==> src/rtl/cgra_cfg_pkg.sv <==
// Shared definitions for the CGRA configuration-chain loader.
//   loader_state_t : sequencer states (IDLE, CLEAR, FETCH, SHIFT, DONE)
//   cnt_w()        : bit width of a counter that must hold 0..max_val inclusive
//   *_CHAIN_LEN    : default scan-chain lengths per PE block type
package cgra_cfg_pkg;

  typedef enum logic [2:0] {
    IDLE,
    CLEAR,
    FETCH,
    SHIFT,
    DONE
  } loader_state_t;

  function automatic int unsigned cnt_w(input int unsigned max_val);
    return (max_val < 1) ? 1 : $clog2(max_val + 1);
  endfunction

  localparam int unsigned BLOCKPE_CHAIN_LEN     = 64;
  localparam int unsigned FULLYCONN_CHAIN_LEN   = 40;
  localparam int unsigned CONFIG_CELL_CHAIN_LEN = 8;

endpackage

==> src/rtl/cfg_shift_word.sv <==
// One-word serialiser/deserialiser for the configuration chain.
//   clk, reset : clock, asynchronous active-high reset
//   load_i     : latch word_i into the shift register, clear readback, bit_idx=0
//   word_i     : bitstream word to serialise
//   shift_i    : shift one bit out (LSB first) and capture ser_i at bit_idx
//   ser_i      : chain config_out
//   ser_o      : current bit toward chain config_in (flop output)
//   rb_word_o  : bits captured so far; bits not yet shifted read as zero
//   bit_idx_o  : number of bits shifted since the last load
module cfg_shift_word
  import cgra_cfg_pkg::*;
#(
  parameter int unsigned WORD_W = 32,
  parameter int unsigned IDX_W  = cnt_w(WORD_W)
) (
  input  logic              clk,
  input  logic              reset,
  input  logic              load_i,
  input  logic [WORD_W-1:0] word_i,
  input  logic              shift_i,
  input  logic              ser_i,
  output logic              ser_o,
  output logic [WORD_W-1:0] rb_word_o,
  output logic [IDX_W-1:0]  bit_idx_o
);

  logic [WORD_W-1:0] shreg_q, shreg_d;
  logic [WORD_W-1:0] rb_shreg_q, rb_shreg_d;
  logic [IDX_W-1:0]  bit_idx_q, bit_idx_d;

  always_comb begin
    shreg_d    = shreg_q;
    rb_shreg_d = rb_shreg_q;
    bit_idx_d  = bit_idx_q;
    if (load_i) begin
      shreg_d    = word_i;
      rb_shreg_d = '0;
      bit_idx_d  = '0;
    end else if (shift_i) begin
      shreg_d = shreg_q >> 1;
      for (int unsigned i = 0; i < WORD_W; i++) begin
        if (bit_idx_q == IDX_W'(i)) rb_shreg_d[i] = ser_i;
      end
      bit_idx_d = bit_idx_q + IDX_W'(1);
    end
  end

  always_ff @(posedge clk or posedge reset) begin
    if (reset) begin
      shreg_q    <= '0;
      rb_shreg_q <= '0;
      bit_idx_q  <= '0;
    end else begin
      shreg_q    <= shreg_d;
      rb_shreg_q <= rb_shreg_d;
      bit_idx_q  <= bit_idx_d;
    end
  end

  assign ser_o     = shreg_q[0];
  assign rb_word_o = rb_shreg_q;
  assign bit_idx_o = bit_idx_q;

endmodule

==> src/rtl/config_chain_loader.sv <==
// Sequencer that clears a PE configuration scan chain, shifts CHAIN_LEN bits
// from a word-wide bitstream into it (word bit 0 first) and returns the
// chain's previous contents word by word.
//   clk, reset   : clock, asynchronous active-high reset
//   start        : begin a load (sampled only while idle)
//   abort        : cancel an in-progress load
//   word_in/word_valid/word_ready : bitstream word handshake
//   cfg_reset_o  : chain config_reset
//   cfg_shift_en : enable for the gated chain config_clk
//   cfg_data_o   : chain config_in
//   cfg_data_i   : chain config_out
//   rb_word/rb_valid : readback word and its one-cycle strobe
//   busy, done   : not idle / one-cycle completion strobe
module config_chain_loader
  import cgra_cfg_pkg::*;
#(
  parameter int unsigned CHAIN_LEN  = BLOCKPE_CHAIN_LEN,
  parameter int unsigned WORD_W     = 32,
  parameter int unsigned CLR_CYCLES = 2
) (
  input  logic              clk,
  input  logic              reset,
  input  logic              start,
  input  logic              abort,
  input  logic [WORD_W-1:0] word_in,
  input  logic              word_valid,
  output logic              word_ready,
  output logic              cfg_reset_o,
  output logic              cfg_shift_en,
  output logic              cfg_data_o,
  input  logic              cfg_data_i,
  output logic [WORD_W-1:0] rb_word,
  output logic              rb_valid,
  output logic              busy,
  output logic              done
);

  localparam int unsigned BL_W  = cnt_w(CHAIN_LEN);
  localparam int unsigned CC_W  = cnt_w(CLR_CYCLES);
  localparam int unsigned IDX_W = cnt_w(WORD_W);

  loader_state_t   state_q, state_d;
  logic [BL_W-1:0] bits_left_q, bits_left_d;
  logic [CC_W-1:0] clr_cnt_q, clr_cnt_d;
  logic word_ready_q, word_ready_d;
  logic cfg_reset_q, cfg_reset_d;
  logic shift_en_q, shift_en_d;
  logic rb_valid_q, rb_valid_d;
  logic busy_q, busy_d;
  logic done_q, done_d;

  logic             load_word, shift_bit, word_end;
  logic [IDX_W-1:0] bit_idx;

  always_comb begin
    state_d     = state_q;
    bits_left_d = bits_left_q;
    clr_cnt_d   = clr_cnt_q;
    load_word   = 1'b0;
    shift_bit   = 1'b0;
    rb_valid_d  = 1'b0;
    word_end    = (bit_idx == IDX_W'(WORD_W - 1)) || (bits_left_q == BL_W'(1));

    unique case (state_q)
      IDLE: begin
        if (start) begin
          state_d     = CLEAR;
          clr_cnt_d   = CC_W'(CLR_CYCLES);
          bits_left_d = BL_W'(CHAIN_LEN);
        end
      end
      CLEAR: begin
        clr_cnt_d = clr_cnt_q - CC_W'(1);
        if (clr_cnt_q == CC_W'(1)) state_d = FETCH;
      end
      FETCH: begin
        if (word_valid && word_ready_q) begin
          load_word = 1'b1;
          state_d   = SHIFT;
        end
      end
      SHIFT: begin
        shift_bit   = 1'b1;
        bits_left_d = bits_left_q - BL_W'(1);
        if (word_end) begin
          rb_valid_d = 1'b1;
          state_d    = (bits_left_q == BL_W'(1)) ? DONE : FETCH;
        end
      end
      DONE:    state_d = IDLE;
      default: state_d = IDLE;
    endcase

    // Abort overrides everything, including a same-cycle word handshake.
    if (abort && (state_q != IDLE)) begin
      state_d    = IDLE;
      load_word  = 1'b0;
      shift_bit  = 1'b0;
      rb_valid_d = 1'b0;
    end

    // Outputs are registered decodes of the next state so the chain sees
    // glitch-free enables that track the state register exactly.
    word_ready_d = (state_d == FETCH);
    cfg_reset_d  = (state_d == CLEAR);
    shift_en_d   = (state_d == SHIFT);
    busy_d       = (state_d != IDLE);
    done_d       = (state_d == DONE);
  end

  always_ff @(posedge clk or posedge reset) begin
    if (reset) begin
      state_q      <= IDLE;
      bits_left_q  <= '0;
      clr_cnt_q    <= '0;
      word_ready_q <= 1'b0;
      cfg_reset_q  <= 1'b0;
      shift_en_q   <= 1'b0;
      rb_valid_q   <= 1'b0;
      busy_q       <= 1'b0;
      done_q       <= 1'b0;
    end else begin
      state_q      <= state_d;
      bits_left_q  <= bits_left_d;
      clr_cnt_q    <= clr_cnt_d;
      word_ready_q <= word_ready_d;
      cfg_reset_q  <= cfg_reset_d;
      shift_en_q   <= shift_en_d;
      rb_valid_q   <= rb_valid_d;
      busy_q       <= busy_d;
      done_q       <= done_d;
    end
  end

  cfg_shift_word #(
    .WORD_W(WORD_W),
    .IDX_W (IDX_W)
  ) u_shift_word (
    .clk      (clk),
    .reset    (reset),
    .load_i   (load_word),
    .word_i   (word_in),
    .shift_i  (shift_bit),
    .ser_i    (cfg_data_i),
    .ser_o    (cfg_data_o),
    .rb_word_o(rb_word),
    .bit_idx_o(bit_idx)
  );

  assign word_ready   = word_ready_q;
  assign cfg_reset_o  = cfg_reset_q;
  assign cfg_shift_en = shift_en_q;
  assign rb_valid     = rb_valid_q;
  assign busy         = busy_q;
  assign done         = done_q;

endmodule

==> config.mk <==
export PLATFORM = sky130hd
export DESIGN_NAME = config_chain_loader
export DESIGN_NICKNAME = d
export VERILOG_FILES = /design/src/rtl/cgra_cfg_pkg.sv /design/src/rtl/cfg_shift_word.sv /design/src/rtl/config_chain_loader.sv
export SDC_FILE = /design/constraint.sdc
export NUM_CORES = 1
export LEC_CHECK = 0
export BUFFER_PORTS_ARGS = -buffer_cell sky130_fd_sc_hd__buf_2
export CORE_MARGIN = 3
export CORE_UTILIZATION = 45
export DETAILED_ROUTE_END_ITERATION = 6
export PLACE_DENSITY = 0.74
export SKIP_LAST_GASP = 1
export SYNTH_ARGS = -nofsm -noshare
export SYNTH_HDL_FRONTEND = slang
export SYNTH_SLANG_ARGS = --single-unit
==> constraint.sdc <==
create_clock -name clk -period 2.8 [get_ports clk]
set_input_delay 0.56 -clock clk [delete_from_list [all_inputs] [get_ports clk]]
set_output_delay 0.56 -clock clk [all_outputs]
set_load 0.05 [all_outputs]
==> metrics.md <==
| Metric | Value |
|---|---|
| Fill cells | `765` |
| Area Overhead vs Synth | `16.2%` |
| Initial Util | `46.7%` |
| Crit Path Category | `reg2reg` |
| Required time of the critical path | `3.09 ns` |
| Distinct cells, synth | `43` |
| Drt pass-1 iters | `5` |
| Antenna-violating nets left | `0` |
| Max Cap Viol | `0` |
| Register Area | `0.00220 sq mm` |
| EDFF count, synth | `0` |
| Fmax | `471 MHz` |
| Unrepaired setup endpoints after global routing | `no` |
| Startpoint types | `flop` |
| VDD IR-drop max | `0.365 mV` |
| Worst-Skew Late Latency | `0.35 ns` |
| Die W | `102 um` |
| Post-synthesis sequential area ratio | `53.6%` |
| Hold crit path type | `in2async` |
| Largest net degree at the start of global routing | `53` |
| Syn Area/Cell | `10.0 sq um` |
| Total CTS buffers | `9` |
| Syn Std Cell Area | `0.00411 sq mm` |
| CTS clk-pin slew, worst paths | `0.09 ns` |
| Critical path arrival | `2.41 ns` |
| # resized after CTS | `0` |
| # port buffers | `76` |
| Period utilisation layout | `75.8%` |
| Io pins | `77` |
| Vias in the first global route | `3131` |
| Worst R2R End | `u_shift_word.shreg_q[14]$_DFFE_PP0P_` |
| Most common cell after layout, fill and taps aside | `dfrtp_1` |
| Layout cells sized above 1 | `23.0%` |
| CTS tree | `yes` |
| Critical Path Fanout Max | `27` |
| Final Power | `3820 uW` |
| Nets | `519` |
| Clk_skew | `0.0136 ns` |
| Worst setup EP type | `flop` |
| Inserted Diodes | `0` |
| Post-CTS Hold Buffers | `0` |
| Commonest non-fill, non-tap cells in the layout | `dfrtp_1 (88), buf_2 (76), nand2_1 (74)` |
| Detailed-route wire length | `8810 um` |
| H-tree depth | `3` |
| Routed vias | `3236` |
| Worst r2r src | `state_q[0]$_DFF_PP0_` |
| Status | `complete, no violations` |
| Mapped Cells | `409` |
| Die ar. | `0.0103 sq mm` |
| Vias per Instance | `5.51` |
| Min Tclk post-route | `2.12 ns` |
| Setup TNS | `0 ns` |
| Slack of the worst reg-to-reg path | `0.68 ns` |
| Antenna violations before repair | `0` |
| Clock sink count | `88` |
| Overall Global Routing Usage | `18.1%` |
| GP Congestion | `0.772` |
| Max_slew headroom | `58.2%` |
| Synth Register Bits | `88` |
| Synth async-reset ratio | `100%` |
| First-pass GRT wire length | `14900 um` |
| DRC | `0` |
| Syn nets | `454` |
| Core ar. | `0.00881 sq mm` |
| Path depth of the worst reg2reg path | `5` |
| Slew Viols, Final | `0` |
| Leak | `0.00253 uW` |
| Die height | `102 um` |
| Clk root buf | `clkbuf_8` |
| PD cells | `801 mW/mm^2` |
| Setup Buffers After CTS | `0` |
| Worst-margin pin slew | `0.622 ns` |
| Multi-input gate area | `0.00174 sq mm` |
| Num rows | `34` |
| DR WL/cell | `15.0 um` |
| CTS max path bufs | `2` |
| Prevailing post-synth register cell | `dfrtp_1` |
| Ys Warns | `0` |
| Iter 0 DRT Violations | `213` |
| Setup violators final | `0` |
| Final Hold Fails | `0` |
| Global route overflow | `0` |
| Placed wire-length estimate | `6050 um` |
## layout make-up
type,instances,area share (%)
Multi-Input combinational cell,283,36.5
Timing Repair Buffer,85,9.65
Clock buffer,10,2.88
Clock inverter,6,1.42
Sequential cell,88,46.1
Tap cell,108,2.83
Inverter,7,0.629
## cells in the mapped netlist, drive strengths merged, types with 6 or more instances
master	n	share of area (%)
a22oi	30	5.5
nand3	11	1.3
buf	16	2.0
inv	7	0.64
ha	7	2.1
clkbuf	15	1.4
mux2i	21	5.1
nand4	26	4.0
nand2	74	6.8
dfrtp	88	54
o21ai	19	2.3
nand3b	13	2.4
nor2	33	3.0
nor2b	6	0.91
## power by group
| part | leakage (uW) | switching [uW] | internal [uW] |
|---|---|---|---|
| Sequential | 0.00119 | 275 | 1590 |
| Clock | 0.0000989 | 463 | 440 |
| Combinational | 0.00124 | 644 | 410 |
| Total | 0.00253 | 1380 | 2440 |
## critical path, stage by stage, from the launching register on
cell and delay [ns]:
dfrtp_1 0.67, and4bb_2 0.69, buf_4 0.33, buf_4 0.23, nand2_1 0.07, nand2_1 0.06
## sequential cells by signal, summed over array words and instances (netlist names)
register and cells:
clr_cnt_q 2, bits_left_q 7, done 1, cfg_reset_o 1, cfg_shift_en 1, u_shift_word.shreg_q 32, state_q 3, u_shift_word.rb_word_o 32
rb_valid 1, busy 1, u_shift_word.bit_idx_o 6, word_ready 1
## metal layers
| metal | share of wire [%] | GRT usage [%] | wire, um |
|---|---|---|---|
| met5 | 0 | 0 | 0 |
| met4 | 1.5 | 6.03 | 131 |
| met3 | 6.2 | 5.58 | 542 |
| met2 | 47 | 27.4 | 4110 |
| met1 | 46 | 24.9 | 4030 |
## kinds of logic after synthesis
kind of cell	share of synthesized area [%]
xor+xnor	1.07
simple gates	23.1
compound gates	10.9
fa+ha+maj	2.13
flops	53.6
buf+inv	4.05
mux	5.12
## worst max-delay path by stage
stage                         startpoint                                      to  depth (start not counted)  slack, ns
finish              state_q[0]$_DFF_PP0_    u_shift_word.shreg_q[14]$_DFFE_PP0P_                          5       0.68
global placement                   abort  u_shift_word.rb_word_o[15]$_DFFE_PP0P_                          7       0.64
floorplan                          abort  u_shift_word.rb_word_o[11]$_DFFE_PP0P_                          5       1.14
detailed placement                 abort   u_shift_word.rb_word_o[5]$_DFFE_PP0P_                          7       0.58
CTS                 state_q[0]$_DFF_PP0_    u_shift_word.shreg_q[14]$_DFFE_PP0P_                          5       0.69
global route        state_q[0]$_DFF_PP0_    u_shift_word.shreg_q[30]$_DFFE_PP0P_                          5       0.53
## per-stage QoR
step	setup WS (ns)	hold WS [ns]	util (%)	cells	instance area (sq um)
6_report	0.677	0.259	54.2	587	4770
5_1_grt	0.534	0.308	54.2	587	4770
4_1_cts	0.694	0.269	54.2	587	4770
3_5_place_dp	0.583	0.453	51.9	571	4570
3_3_place_gp	0.636	0.452	51.9	571	4570
2_1_floorplan	1.14	0.438	-	409	4110
Power figures use the tool's default switching activity.
